<file path="config.mk">
export PLATFORM = sky130hd
export DESIGN_NAME = input_debouncer
export DESIGN_NICKNAME = d
export VERILOG_FILES = /design/src/rtl/input_debouncer_pkg.sv /design/src/rtl/input_debouncer_debounce_bit.sv /design/src/rtl/input_debouncer.sv
export SDC_FILE = /design/constraint.sdc
export NUM_CORES = 1
export LEC_CHECK = 0
export CAP_MARGIN = 30
export CORE_ASPECT_RATIO = 0.9
export CORE_MARGIN = 8
export CORE_UTILIZATION = 55
export CTS_CLUSTER_SIZE = 10
export DETAILED_ROUTE_END_ITERATION = 16
export GPL_TIMING_DRIVEN = 0
export PLACE_DENSITY = 0.74
export SLEW_MARGIN = 10
export SYNTH_ARGS = -nofsm -noshare
export SYNTH_HDL_FRONTEND = slang
export SYNTH_SLANG_ARGS = --single-unit
</file>
<file path="constraint.sdc">
create_clock -name clk -period 3.3 [get_ports clk]
set_clock_uncertainty 0.2 [all_clocks]
set_input_delay 0.33 -clock clk [delete_from_list [all_inputs] [get_ports clk]]
set_output_delay 0.33 -clock clk [all_outputs]
set_load 0.01 [all_outputs]
</file>
<file path="src/rtl/input_debouncer_pkg.sv">
// ============================================================================
// Module   : input_debouncer_pkg
// Purpose  : Shared FSM encoding, board/simulation debounce constants and a
//            configuration sanity helper for the input debouncer.
// Revision : 1.0 - initial release
// ============================================================================
`default_nettype none

package input_debouncer_pkg;

  typedef enum logic {
    ST_STABLE  = 1'b0,
    ST_PENDING = 1'b1
  } db_state_e;

  // 1 ms at the 50 MHz board clock, and a short value for simulation.
  localparam int DB_CYCLES_1MS = 50000;
  localparam int DB_CYCLES_SIM = 4;

  // True when the counter can hold STABLE_CYCLES-1 and the filter is meaningful.
  function automatic bit db_cfg_ok(input int cycles, input int cnt_w);
    longint unsigned cap;
    if (cycles < 2 || cnt_w < 1) return 1'b0;
    if (cnt_w >= 63) return 1'b1;
    cap = 64'd1 << cnt_w;
    return cap > longint'(cycles);
  endfunction

endpackage

`default_nettype wire

</file>
<file path="src/rtl/input_debouncer_debounce_bit.sv">
// ============================================================================
// Module   : debounce_bit
// Purpose  : Single-bit 2-flop synchroniser, stability-counter debounce FSM
//            and registered rise/fall pulses.
//            Macro DEBOUNCE_ACTIVE_LOW_EN: invert the pin (pressed = pin low).
// Revision : 1.0 - initial release
// ============================================================================
`default_nettype none

module debounce_bit
  import input_debouncer_pkg::*;
#(
  parameter int STABLE_CYCLES = DB_CYCLES_1MS,
  parameter int CNT_W         = 16
) (
  input  logic clk,
  input  logic rst,
  input  logic i_din,
  output logic o_dout,
  output logic o_rise,
  output logic o_fall
);

  if (!db_cfg_ok(STABLE_CYCLES, CNT_W)) begin : g_bad_cfg
    $error("debounce_bit: need STABLE_CYCLES >= 2 and 2**CNT_W > STABLE_CYCLES");
  end

  localparam logic [CNT_W-1:0] c_cnt_last = CNT_W'(STABLE_CYCLES - 1);
  localparam logic [CNT_W-1:0] c_cnt_one  = CNT_W'(1);

  logic             w_pin;
  logic             r_s1;
  logic             r_s2;
  logic             r_dout;
  logic             r_rise;
  logic             r_fall;
  logic [CNT_W-1:0] r_cnt;
  db_state_e        r_state;

`ifdef DEBOUNCE_ACTIVE_LOW_EN
  assign w_pin = ~i_din;
`else
  assign w_pin = i_din;
`endif

  always_ff @(posedge clk) begin
    if (rst) begin
      r_s1    <= 1'b0;
      r_s2    <= 1'b0;
      r_dout  <= 1'b0;
      r_rise  <= 1'b0;
      r_fall  <= 1'b0;
      r_cnt   <= '0;
      r_state <= ST_STABLE;
    end else begin
      r_s1   <= w_pin;
      r_s2   <= r_s1;
      r_rise <= 1'b0;
      r_fall <= 1'b0;
      case (r_state)
        ST_STABLE: begin
          if (r_s2 != r_dout) begin
            r_state <= ST_PENDING;
            r_cnt   <= c_cnt_one;
          end else begin
            r_cnt   <= '0;
          end
        end
        ST_PENDING: begin
          if (r_s2 == r_dout) begin
            // Bounced back before qualifying: drop the pending change.
            r_state <= ST_STABLE;
            r_cnt   <= '0;
          end else if (r_cnt == c_cnt_last) begin
            r_dout  <= ~r_dout;
            r_rise  <= ~r_dout;
            r_fall  <= r_dout;
            r_state <= ST_STABLE;
            r_cnt   <= '0;
          end else begin
            r_cnt   <= r_cnt + c_cnt_one;
          end
        end
        default: begin
          r_state <= ST_STABLE;
          r_cnt   <= '0;
        end
      endcase
    end
  end

  assign o_dout = r_dout;
  assign o_rise = r_rise;
  assign o_fall = r_fall;

endmodule

`default_nettype wire

</file>
<file path="src/rtl/input_debouncer.sv">
// ============================================================================
// Module   : input_debouncer
// Purpose  : WIDTH independent push-button/switch debouncers feeding the
//            lab gate inputs. Macro DEBOUNCE_ACTIVE_LOW_EN selects
//            active-low pins (handled inside debounce_bit).
// Revision : 1.0 - initial release
// ============================================================================
`default_nettype none

module input_debouncer
  import input_debouncer_pkg::*;
#(
  parameter int WIDTH         = 2,
  parameter int STABLE_CYCLES = DB_CYCLES_1MS,
  parameter int CNT_W         = 16
) (
  input  logic             clk,
  input  logic             rst,
  input  logic [WIDTH-1:0] din,
  output logic [WIDTH-1:0] dout,
  output logic [WIDTH-1:0] rise,
  output logic [WIDTH-1:0] fall
);

  for (genvar gi = 0; gi < WIDTH; gi++) begin : g_bit
    debounce_bit #(
      .STABLE_CYCLES (STABLE_CYCLES),
      .CNT_W         (CNT_W)
    ) u_bit (
      .clk    (clk),
      .rst    (rst),
      .i_din  (din[gi]),
      .o_dout (dout[gi]),
      .o_rise (rise[gi]),
      .o_fall (fall[gi])
    );
  end

endmodule

`default_nettype wire

</file>
Word level (Yosys, flattened, before mapping)
Cells that the tools add are included.
- $add $sub $neg: 2
- eq/ne operators: 6
- muxes and demuxes: 16
- bitwise logic cells: 8
- reduce and logical (&&, ||, !) cells: 4
- operator list (cell ; count):
    2-to-1 mux 16 bit ; 4
    one-hot mux 16 bit (2 select lines) ; 2
    adder 16 x 1 -> 16 bit, second input constant ; 2
    == test 16 bit, second input constant ; 2
    2-to-1 mux 1 bit ; 8
    NOT 1 bit ; 8
    OR reduction 4 bit ; 2
    AND reduction 3 bit ; 2
    one-hot mux 1 bit (2 select lines) ; 2
    == test 1 bit ; 2
    != test 1 bit ; 2
- bits in registers: 44
- input bits: 4
- output and inout port bits: 6
- word-level logic and storage cells: 50

Logic depth before layout (Yosys ltp)
- depth after elaboration: 4
- gate-level depth with buffers: 6
- depth with buffers taken out: 5

Modules after synthesis
Synthesis repeated with hierarchy kept, for this count alone.
- cells, all modules: 202
- area, all modules: 1873.0 um2
- by module, submodules not included (module ; times used ; cells an instance ; area each (um2) ; seq. area each (um2)):
    debounce_bit (g_bit[0].u_bit) ; 1 ; 103 ; 947.2 ; 440.4
    debounce_bit (g_bit[1].u_bit) ; 1 ; 99 ; 925.9 ; 440.4

Worst setup path after synthesis
Ideal clock, no wire load.
- path kind: register to register
- start: reg g_bit[1].u_bit.r_cnt[13]
- end: reg g_bit[1].u_bit.r_cnt[15]
- library setup time: 115 ps
- arrival: 1606 ps
- required time: 2985 ps
- path slack: 1380 ps
- stages on the path, launching flop included: 6
- path buffers: 1
- period minus slack after synthesis: 1920 ps
- path through: dfxtp_1 -> or4b_4 -> nor4_4 -> nand3b_4 -> buf_8 -> nor2_1
- longest elaborated chain between the ends: 4
- elaborated cells between the ends (all ways): 5
- classes of those cells: add/sub (1); eq/ne (1); mux (3)
- ends and longest elaborated chain (element ; line ; source):
    start, declared ; input_debouncer_debounce_bit.sv:37 ; logic [CNT_W-1:0] r_cnt;
    start signal, assigned ; input_debouncer_debounce_bit.sv:64 ; r_cnt <= c_cnt_one;
    start signal, assigned ; input_debouncer_debounce_bit.sv:81 ; r_cnt <= r_cnt + c_cnt_one;
    adder 16 x 1 -> 16 bit / == test 16 bit (equally long branches) ; input_debouncer_debounce_bit.sv:81, input_debouncer_debounce_bit.sv:74 ;
    2-to-1 mux 16 bit * ; input_debouncer_debounce_bit.sv:74 ; end else if (r_cnt == c_cnt_last) begin
    2-to-1 mux 16 bit * ; input_debouncer_debounce_bit.sv:70 ; if (r_s2 == r_dout) begin
    one-hot mux 16 bit (2 select lines) * ; input_debouncer_debounce_bit.sv:60 ; case (r_state)
Mark *: on every way between the ends. The rest lies on a longest branch, timed or not.
A chain may end at the register's enable or synchronous reset.

Worst setup path after layout
- start: reg g_bit[0].u_bit.r_cnt[5]
- end: reg g_bit[0].u_bit.r_cnt[12]
- longest elaborated chain between the ends: 4
- elaborated cells between the ends (all ways): 5
- classes of those cells: add/sub (1); eq/ne (1); mux (3)
- ends and longest elaborated chain (element ; line):
    start, declared ; input_debouncer_debounce_bit.sv:37
    start signal, assigned ; input_debouncer_debounce_bit.sv:64
    start signal, assigned ; input_debouncer_debounce_bit.sv:81
    adder 16 x 1 -> 16 bit / == test 16 bit (equally long branches) ; input_debouncer_debounce_bit.sv:81, input_debouncer_debounce_bit.sv:74
    2-to-1 mux 16 bit * ; input_debouncer_debounce_bit.sv:74
    2-to-1 mux 16 bit * ; input_debouncer_debounce_bit.sv:70
    one-hot mux 16 bit (2 select lines) * ; input_debouncer_debounce_bit.sv:60
Marks and branches as above.

==> results.yml <==
setup_path:
  r2r-end: "g_bit[0].u_bit.r_cnt[12]"
  ff2ff_setup_slack_ns: 1.22
  required_ns: 3.29
  cp-endpoint: "g_bit[0].u_bit.r_cnt[12]"
  cp-startpoint: "g_bit[0].u_bit.r_cnt[5]"
  critPathKind: "register to register"
  startpoint_type: "register"
  reg2reg_from: "g_bit[0].u_bit.r_cnt[5]"
  arrival_ns: 2.07
  r2r_cells: 5
  worstPathMaxFanout: 10
  endpoint_kind: "register"
logic_synthesis:
  yosys-top-cells-area: "dfxtp_1 47%, xnor2_1 13%, nor2_1 8.5%, nand3_1 3.4%, nor4_1 2.6%"
  avgSynthCellArea_um2: 9.31
  yosys_warnings: 0
  synth_top_cell_by_area: "dfxtp_1"
  ys_seq_area_share_pct: 46.6
  syn_inst: 203
  yosysUniqueCellTypes: 29
  syn-cell-area_mm2: 0.00189
  syn_nets: 209
  netlist.area_leader.share_pct: 46.6
  yosys_register_bits: 44
power:
  p_per_area_mw_per_mm2: 411
  peakVddDrop_mv: 0.200
  power_leakage_uw: 0.000688
  total_power_uw: 866
timing:
  rsz0062_at_grt: "no"
  min_period_over_period_pct: 62.9
  slew_headroom_pct: 74.0
  final-setup-viol-count: 0
  maxSlewViolCount: 0
  hold_violations: 0
  max_freq_ghz: 0.482
  tns_ns: 0
  max_slew.worst_pin.slew_ns: 0.389
  hold-worst-slack_ns: 0.186
  fin_crit_ns: 2.08
cts:
  cts_hold_buf: 0
  clock_sinks: 44
  cts_root_buf: "clkbuf_8"
  clk_pin_slew_ns: 0.08
  cts_made_buffers: 5
  cts_setup_buffers: 0
  cts_buffer_depth: 2
  cts_resized: 0
  insertion_delay_ns: 0.29
  cts_max_level: 2
  cts_tree: "done"
run_status:
  outcome: "completed"
global_routing:
  grt_start_max_net_pins: 14
  grt_pass1_wl_um: 6050
  antenna_found_initial: 0
  grt_pass1_vias: 1384
  grt-ovfl-total: 0
  grt_use_total_pct: 13.2
detailed_routing:
  route.vias.total: 1365
  drc: 0
  wl_per_cell_um: 12.4
  drt_pre_antenna_iters: 4
  viasPerCell: 5.21
  drtIter0Drc: 98
  detail-route-antenna-nets: 0
  drt-total-wl_um: 3240
placed_design:
  gp_congestion: 0.840
  placedInstanceArea_mm2: 0.00202
  dpl.hpwl_um: 2330
  numPortBuffers: 8
layout:
  nets: 224
  fin_util_pct: 63.3
  synthToLayoutAreaGrowth_pct: 11.5
  nFillCells: 287
  final_layout_size_suffix_gt1_share_pct: 9.63
  insertedDiodeCount: 0
  fin_area_mm2: 0.00211
floorplanning:
  die_w_um: 77.8
  boundaryPins: 10
  fp.dieH_um: 71.6
  core.rowCount: 20
  initial_core_util_pct: 56.8
  core_mm2: 0.00333
  die-area_mm2: 0.00557
min_path:
  hold_path_class: "input pin to register"
job:
  maxCapViolations: 0
## kinds of logic (layout without fill, tap and decap cells)
kind of cell               after synthesis  after routing  synth area share (%)
buffers and inverters                   21             36                  6.36
adders and majority gates                2              2                  1.32
DFF                                     44             44                  46.6
and+or+nand+nor                         98             98                  28.6
AOI/OAI and AO/OA                        8              8                  3.18
xor gates and xnor gates                30             30                  13.9
## metal layers
layer  up-vias  track usage [%]  routed length [um]
li1        709                -                   -
met3         6             5.13                 169
met2        21             20.8                1480
met4         0             5.02                  50
met1       629             15.7                1540
met5         -                0                   0
## registers in the layout, indices dropped and copies added (netlist names)
register and count:
g_bit.u_bit.o_fall 2, g_bit.u_bit.r_cnt 32, g_bit.u_bit.r_s2 2, g_bit.u_bit.o_rise 2, g_bit.u_bit.r_state 2, g_bit.u_bit.r_s1 2, g_bit.u_bit.o_dout 2
## how the worst min path moves through the flow
stage	startpoint	endpoint	slack [ns]	cells past startpoint
6_report	rst	g_bit[0].u_bit.r_s1	0.19	2
3_3_place_gp	g_bit[0].u_bit.r_s1	g_bit[0].u_bit.r_s2	0.24	1
3_5_place_dp	g_bit[1].u_bit.r_s1	g_bit[1].u_bit.r_s2	0.23	1
5_1_grt	rst	g_bit[1].u_bit.r_s2	0.23	2
2_1_floorplan	g_bit[0].u_bit.r_s1	g_bit[0].u_bit.r_s2	0.21	1
4_1_cts	rst	g_bit[0].u_bit.r_s1	0.19	2
## through the flow
step,setup WS [ns],std cells
floorplan,1.38,203
global placement,1.25,255
finish,1.22,262
global route,1.11,262
detailed placement,1.23,255
CTS,1.22,262
## cell usage after synthesis, drive strengths merged
cell    instances
or4b            3
nor3            6
a211oi          2
nor2           43
clkbuf          2
a41o            2
nand4b          1
nor2b           4
nor4           10
a21boi          2
nand3b          2
o21ai           2
and3            1
nand2           5
ha              2
dfxtp          44
and2            2
or4             1
inv            11
xnor2          27
buf             8
xor2            3
nand4           7
nand3          13
## area by class of cell
type	instances	area, um2	share of cell area, %
clock buffers	5	68.8	3.27
repair buffers	8	80.1	3.80
inverters	11	41.3	1.96
flip-flops and latches	44	881	41.8
well taps	44	55.1	2.61
multi-input cells	138	888	42.2
clock inverters	2	12.5	0.594
plain buffers	10	78.8	3.74
## power by group
group | internal (uW) | switching (uW)
clock network | 143 | 176
logic | 5.38 | 4.59
registers | 534 | 2.87
total | 683 | 183
## cells in the final DEF (no fill, tap or decap), types with 3 or more instances in the layout
| cell type | instances |
|---|---|
| nand2_1 | 5 |
| buf_4 | 6 |
| nand3_1 | 13 |
| nor2_1 | 43 |
| nand4_1 | 7 |
| dfxtp_1 | 44 |
| nor2b_1 | 4 |
| inv_1 | 11 |
| clkbuf_8 | 5 |
| xor2_1 | 3 |
| clkdlybuf4s50_1 | 8 |
| xnor2_1 | 27 |
| nor4_1 | 8 |
| nor3_1 | 6 |
## worst max-delay path, stage by stage (launching register included)
cell      delay, ns
dfxtp_1        0.37
or4b_1         0.58
nor4_4         0.36
nand3b_2       0.25
buf_6          0.16
nor2_1         0.06
(Power assumes the default switching activity.)
